**src/rtl/seq_addsub_ctrl.sv**
```systemverilog
// seq_addsub_ctrl: nibble-serial signed add/sub controller sharing one 4-bit slice.
// Define SEQ_ADDSUB_SAT_EN to saturate overflowed results to the W-bit signed extreme.
module seq_addsub_ctrl #(
  parameter int NIBBLES = 4,
  localparam int W = 4 * NIBBLES,
  localparam int IW = $clog2(NIBBLES)
) (
  input  logic         clk,
  input  logic         reset,
  input  logic         start,
  input  logic         op_sub,
  input  logic [W-1:0] a,
  input  logic [W-1:0] b,
  output logic         busy,
  output logic         done,
  output logic [W:0]   result,
  output logic         overflow
);
  typedef enum logic [1:0] {IDLE, RUN, DONE} state_t;
  state_t state, state_n;
  logic [IW-1:0] idx;
  logic carry, op_q, c_msb, cout, ovf, last, accept;
  logic [W-1:0] a_q, b_q, shadow;
  logic [3:0] na, nb, sum, low;
  logic [4:0] full;
  logic [W:0] commit;
  always_ff @(posedge clk or posedge reset)
    if (reset) state <= IDLE;
    else state <= state_n;
  always_comb begin
    na = a_q[{idx, 2'b00} +: 4];
    nb = b_q[{idx, 2'b00} +: 4] ^ {4{op_q}};
    low = {1'b0, na[2:0]} + {1'b0, nb[2:0]} + {3'b0, carry};
    full = {1'b0, na} + {1'b0, nb} + {4'b0, carry};
    sum = full[3:0];
    cout = full[4];
    c_msb = low[3];
    ovf = c_msb ^ cout;
    last = idx == IW'(NIBBLES - 1);
    accept = start && state != RUN;
    busy = state == RUN;
    done = state == DONE;
    state_n = (state == RUN) ? (last ? DONE : RUN) : (start ? RUN : IDLE);
`ifdef SEQ_ADDSUB_SAT_EN
    // an overflowed sum has the wrong sign bit, so sum[3]=1 means the true value is positive
    commit = ovf ? (sum[3] ? {2'b00, {(W-1){1'b1}}} : {2'b11, {(W-1){1'b0}}})
                 : {sum[3], sum, shadow[W-5:0]};
`else
    commit = {ovf ^ sum[3], sum, shadow[W-5:0]};
`endif
  end
  always_ff @(posedge clk or posedge reset)
    if (reset) begin
      a_q <= '0;
      b_q <= '0;
      op_q <= 1'b0;
      carry <= 1'b0;
      idx <= '0;
      shadow <= '0;
      result <= '0;
      overflow <= 1'b0;
    end else if (accept) begin
      a_q <= a;
      b_q <= b;
      op_q <= op_sub;
      carry <= op_sub;
      idx <= '0;
    end else if (state == RUN) begin
      carry <= cout;
      idx <= idx + IW'(1);
      shadow[{idx, 2'b00} +: 4] <= sum;
      if (last) begin
        result <= commit;
        overflow <= ovf;
      end
    end
endmodule

```
**config.mk**
```make
export PLATFORM = sky130hd
export DESIGN_NAME = seq_addsub_ctrl
export DESIGN_NICKNAME = d
export VERILOG_FILES = /design/src/rtl/seq_addsub_ctrl.sv
export SDC_FILE = /design/constraint.sdc
export NUM_CORES = 1
export LEC_CHECK = 0
export CORE_UTILIZATION = 25
export DETAILED_ROUTE_END_ITERATION = 7
export GPL_TIMING_DRIVEN = 1
export HOLD_SLACK_MARGIN = 0.15
export SLEW_MARGIN = 20
export SYNTH_ARGS = -nofsm -noshare
export SYNTH_HDL_FRONTEND = slang
export SYNTH_SLANG_ARGS = --single-unit
```
**constraint.sdc**
```tcl
create_clock -name clk -period 3.83 [get_ports clk]
set_input_delay 0.5745 -clock clk [delete_from_list [all_inputs] [get_ports clk]]
set_output_delay 0.5745 -clock clk [all_outputs]
set_load 0.05 [all_outputs]
```
==> results of run 1 <==
## worst max-delay path by stage
| stage | startpoint | end | cells past startpoint |
|---|---|---|---|
| 3_3_place_gp | idx[1] | overflow | 8 |
| 3_5_place_dp | idx[1] | result[16] | 8 |
| 6_report | idx[1] | result[16] | 8 |
| 5_1_grt | idx[1] | result[16] | 8 |
| 4_1_cts | idx[1] | result[16] | 8 |
| 2_1_floorplan | idx[0] | overflow | 9 |
## state kept, by name, indices dropped and copies added, names as in the netlist
signal and count:
result 17, a_q 16, b_q 16, shadow 12, idx 2, state 2, carry 1, op_q 1
overflow 1
## final cells by class
| type | count | area [sq um] |
|---|---|---|
| fill | 1180 | 7945 |
| sequential | 68 | 1702 |
| multi-input combinational | 134 | 1264 |
| timing repair buffer | 58 | 573.1 |
| clock buffer | 9 | 225.2 |
| tap | 147 | 183.9 |
| clock inverter | 7 | 76.32 |
| inverter | 11 | 42.54 |
## metrics by stage
step | setup slack [ns] | util (%)
after global placement | 1.116 | 31.33
final | 1.005 | 33.85
after floorplan | 1.075 | -
after CTS | 0.9825 | 33.84
after detailed placement | 0.9981 | 31.33
after global routing | 0.8279 | 33.85
## layer usage
layer  vias to the layer above  global-route usage, %  part of all wire [%]
li1                        904                      -                     -
met1                       882                  13.40                    49
met2                        43                  16.50                    45
met3                         9                  4.178                   4.7
met4                         0                  2.895                   1.2
met5                         -                      0                     0
## worst reg2reg max path, stage by stage (launching register included)
cell and delay, ns:
dfrtp_1 0.63, mux4_2 0.39, xnor2_1 0.15, fa_1 0.41, fa_1 0.41, nand2b_1 0.16
a21oi_1 0.28, xnor2_1 0.17, o21ai_0 0.09
## placed cells by master, fill, tap and decap left out, drive strengths merged, types with 4 or more instances in the layout
cell type,count
clkbuf,9
clkdlybuf4s50,55
clkinv,4
dfrtp,68
ha,8
inv,11
mux2,46
mux4,8
nand2,23
nor2,7
o21ai,14
xor2,5
## cells by family (layout without fill, tap and decap cells)
group	after synthesis	in the layout
AND/OR/NAND/NOR	39	39
buffers and inverters	20	85
AO/OA/AOI/OAI	22	22
adder cells (fa/ha/maj)	10	10
flip-flops	68	68
multiplexers	55	55
XOR/XNOR	8	8
==> summary.md, run 1 <==
| Metric | Value |
|---|---|
| Antenna violations before repair | `0` |
| First drt pass iteration count | `4` |
| NumNets Final | `328` |
| Post-synthesis simple-gate area fraction | `6.189%` |
| Chip height | `112.9 microns` |
| Outcome | `finished, final reports clean` |
| IO buf count | `55` |
| Yosys reg bits | `68` |
| XOR/XNOR Fraction of Synth Area | `2.280%` |
| Class of the most critical setup path | `register to register` |
| Sequential share of the synthesized area | `55.37%` |
| RSZ-0062 raised after global routing | `false` |
| Yosys warns | `0` |
| Count of different cell masters after synthesis | `29` |
| Non-filler cells, final | `434` |
| Origin of the worst min-delay path | `shadow[1]` |
| Max Slew Vio Count | `0` |
| Antenna-violating nets left | `0` |
| Placed Cells | `418` |
| Global placer's final weighted congestion | `0.7034` |
| Fraction of layout cells with a size suffix above 1 | `24.74%` |
| GRT overflow | `0` |
| Mapped Cells | `222` |
| Post-synthesis compound-gate area fraction | `4.194%` |
| Max Cap Viol | `0` |
| CP max stage delay | `0.63 ns` |
| Largest delay share family, worst path | `adder cells` |
| Min Hold Slack | `0.4820 ns` |
| Area Growth Syn to Fin | `32.33%` |
| WP data required | `4.02 ns` |
| Final setup fails | `0` |
| Yosys top cell area share | `55.37%` |
| Antenna diode count | `0` |
| Core Footprint | `12,010 sq um` |
| Final Cycle Share | `73.77%` |
| Slew Limit Headroom | `41.35%` |
| Final wirelength | `6060 microns` |
| Synth Net Count | `268` |
| Placed Area | `3764 sq um` |
| CTS root buffer | `clkbuf_16` |
| Number of H-tree levels | `3` |
| Synthesized area | `3073 sq um` |
| FF-to-FF path depth | `8` |
| Reg clk slew, reported paths | `0.06 ns` |
| Post-synthesis mux area share | `23.90%` |
| Largest area contributor in the netlist | `dfrtp_1` |
| First-pass GRT wire length | `10,040 microns` |
| Vias in the first global route | `1,965` |
| Pin count of the biggest net entering global routing | `51` |
| Reg2reg setup slack | `1.00 ns` |
| Crit. End Element | `register` |
| Sequence of cells on the critical path | `mux4_2 > xnor2_1 > fa_1 > fa_1 > nand2b_1 > a21oi_1 > xnor2_1 > o21ai_0` |
| FMAX | `0.3540 GHz` |
| Synth Area in Adders | `4.560%` |
| WL per Instance | `13.96 microns` |
| Slowest cell on crit path | `dfrtp_1` |
| Total GRT Usage | `10.49%` |
| # hold bufs at CTS | `0` |
| Initial Util | `25.58%` |
| Site Rows | `40` |
| Buffers & Inverters on Critical Path | `0` |
| Die Wd | `112.9 microns` |
| Largest cells by area after synthesis | `dfrtp_1 55%, mux2_2 17%, mux4_1 6.0%` |
| CTS Buf Count | `9` |
| Setup TNS | `0 ns` |
| Number of vias per cell | `4.235` |
| WP data arrival | `3.02 ns` |
| Remaining routing DRC violations | `0` |
| Post-synth EDFFs | `0` |
| Worst-Margin Slew | `0.8798 ns` |
| Post-CTS Setup Bufs | `0` |
| DIE AREA | `12,740 sq um` |
| Largest family of logic cells by synthesized area | `multiplexers` |
| 1st-iter DRT viols | `92` |
| Fin area | `4066 sq um` |
| Share of flip-flops with an asynchronous set or reset | `100.0%` |
| Crit path launch type | `register` |
| I/O pin total | `56` |
| Worst Hold Depth | `2` |
| HP Class | `register to register` |
| Avg Inst Size Synth | `13.84 sq um` |
| Primary FF master, synth | `dfrtp_1` |
| CTS tree | `yes` |
| RR Startpoint | `idx[1]` |
| Clock Tree Buf Depth | `2` |
| Crit path time final | `2.825 ns` |
| Resized cells post-CTS | `0` |
| Clock Skews | `0.008877 ns` |
| Worst-Skew Late Latency | `0.33 ns` |
| DP HPWL | `4414 microns` |
| Most common cell in the synthesized netlist | `dfrtp_1` |
| DR vias | `1,838` |
| Sink Count | `68` |
| Crit-path max FO | `11` |
| Reg2Reg Capture Point | `result[16]` |
| Synth top cells by count | `68 x dfrtp_1, 46 x mux2_2, 21 x nand2_1, 14 x o21ai_0, 10 x inv_1` |
| End of the worst hold path | `shadow[1]` |
| Final Hold Viols | `0` |
Power of run 1 is not shown: default switching activity piles up to over one toggle a cycle in this logic, so the estimate is an artifact.
==> run 2: changes to the inputs <==
- clock period: 3.83 -> 2.31 ns (I/O delays scaled with it)
==> summary.md, run 2 (synthesis gave the netlist of run 1 again) <==
| Metric | Value |
|---|---|
| Outcome | `finished, violations left` |
| Failing checks | `setup timing` |
| Worst-Margin Slew | `0.5443 ns` |
| WP data required | `2.51 ns` |
| DIE AREA | `12,740 sq um` |
| Leading cell type in the layout, fill and taps excluded | `dfrtp_1` |
| Commonest non-fill, non-tap cells in the layout | `66 x dfrtp_1, 54 x clkdlybuf4s50_1, 45 x mux2_2` |
| Slew Limit Headroom | `63.66%` |
| Top reg by flops | `result` |
| Worst-Skew Late Latency | `0.33 ns` |
| Chip height | `112.9 microns` |
| DP HPWL | `4654 microns` |
| Fraction of layout cells with a size suffix above 1 | `34.45%` |
| # hold bufs at CTS | `0` |
| Placed Area | `3901 sq um` |
| Number of vias per cell | `4.321` |
| 1st-iter DRT viols | `51` |
| Reg clk slew, reported paths | `0.06 ns` |
| Area Growth Syn to Fin | `40.39%` |
| Max reg flops | `17` |
| CTS root buffer | `clkbuf_16` |
| RSZ-0062 raised after global routing | `true` |
| Clock Tree Buf Depth | `2` |
| Fin area | `4314 sq um` |
| Crit. End Element | `register` |
| CTS Buf Count | `9` |
| Number of H-tree levels | `3` |
| Vias in the first global route | `2,110` |
| Die Wd | `112.9 microns` |
| Final setup fails | `8` |
| Pin count of the biggest net entering global routing | `34` |
| Total GRT Usage | `11.20%` |
| GRT overflow | `0` |
| Placed Cells | `429` |
| Site Rows | `40` |
| Antenna diode count | `0` |
| Worst setup margin | `-0.1441 ns` |
| Area of the multi-input gates | `1356 sq um` |
| Largest regs | `result (17), a_q (16), b_q (16)` |
| Initial Util | `25.58%` |
| Global placer's final weighted congestion | `0.7668` |
| FMAX | `0.4075 GHz` |
| Final wirelength | `6368 microns` |
| Max Cap Viol | `0` |
| IO buf count | `55` |
| Core Footprint | `12,010 sq um` |
| DR vias | `1,927` |
| Sink Count | `68` |
| HP Class | `input pin to async pin` |
| First-pass GRT wire length | `10,870 microns` |
| Clock Skews | `0.008366 ns` |
| Crit path time final | `2.454 ns` |
| Antenna-violating nets left | `0` |
| Remaining routing DRC violations | `0` |
| NumNets Final | `340` |
| CTS tree | `yes` |
| Sequential cell area | `1704 sq um` |
| Class of the most critical setup path | `register to register` |
| WL per Instance | `14.28 microns` |
| Fillers | `1,203` |
| Setup WS pre-CTS | `-0.1940 ns` |
| Non-filler cells, final | `446` |
| Antenna violations before repair | `0` |
| Final Cycle Share | `106.2%` |
| Crit-path max FO | `3` |
| Setup TNS | `-0.7250 ns` |
| Max Slew Vio Count | `0` |
| Final Hold Viols | `0` |
| First drt pass iteration count | `4` |
| I/O pin total | `56` |
| WP data arrival | `2.66 ns` |
| Crit path launch type | `register` |
run 2: cell count changes in the layout (fill, tap and decap cells not counted), sizes merged:
cell | previous run | this run
bufinv | 1 | 2
inv | 11 | 13
clkinv | 4 | 1
clkdlybuf4s50 | 55 | 54
buf | 3 | 16
run 2: final timing paths:
| path | startpoint | end | slack [ns] | depth (start not counted) |
|---|---|---|---|---|
| hold reg to reg | result[12] | result[12] | 0.48 | 2 |
| setup / recovery | idx[0] | result[16] | -0.14 | 8 |
| max in group asynchronous | reset | a_q[8] | 1.27 | 3 |
| hold / removal | reset | result[13] | 0.39 | 2 |
| min in group clk | result[12] | result[12] | 0.48 | 2 |
| setup reg to reg | idx[0] | result[16] | -0.14 | 8 |
run 2: per-stage QoR:
stage	hold slack, ns	util (%)
2_1_floorplan	0.4423	-
3_3_place_gp	0.4679	32.48
3_5_place_dp	0.4647	32.48
4_1_cts	0.4123	35.77
5_1_grt	0.4434	35.92
6_report	0.3916	35.92
run 2: final cells by class:
type / count / share of cell area, %
sequential: 68 / 39.50
tap: 147 / 4.263
clock inverter: 7 / 2.262
clock buffer: 9 / 5.220
inverter: 11 / 0.9571
multi-input combinational: 134 / 31.44
timing repair buffer: 70 / 16.36
run 2: worst max-delay path, stage by stage (launching register included):
cell      delay, ns
dfrtp_2        0.41
mux4_2         0.54
xnor2_2        0.15
fa_2           0.36
fa_2           0.35
nand2b_4       0.15
a21oi_4        0.15
xnor2_1        0.14
o21ai_1        0.07
run 2: routing by layer:
layer	up-vias	GRT usage (%)	part of all wire, %
li1	917	-	-
met1	955	14.39	47
met2	45	18.02	47
met3	10	2.839	4.0
met4	0	4.737	1.9
met5	-	0	0
run 2: what timing repair did:
| item | in CTS | in global routing |
|---|---|---|
| buffers inserted | 2 | 0 |
| pin swaps | 4 | 6 |
| gates resized for setup | 17 | 7 |
| setup endpoints to repair | 12 | 15 |
| hold endpoints to repair | 0 | 0 |
Power of run 2 is left out for the same reason.
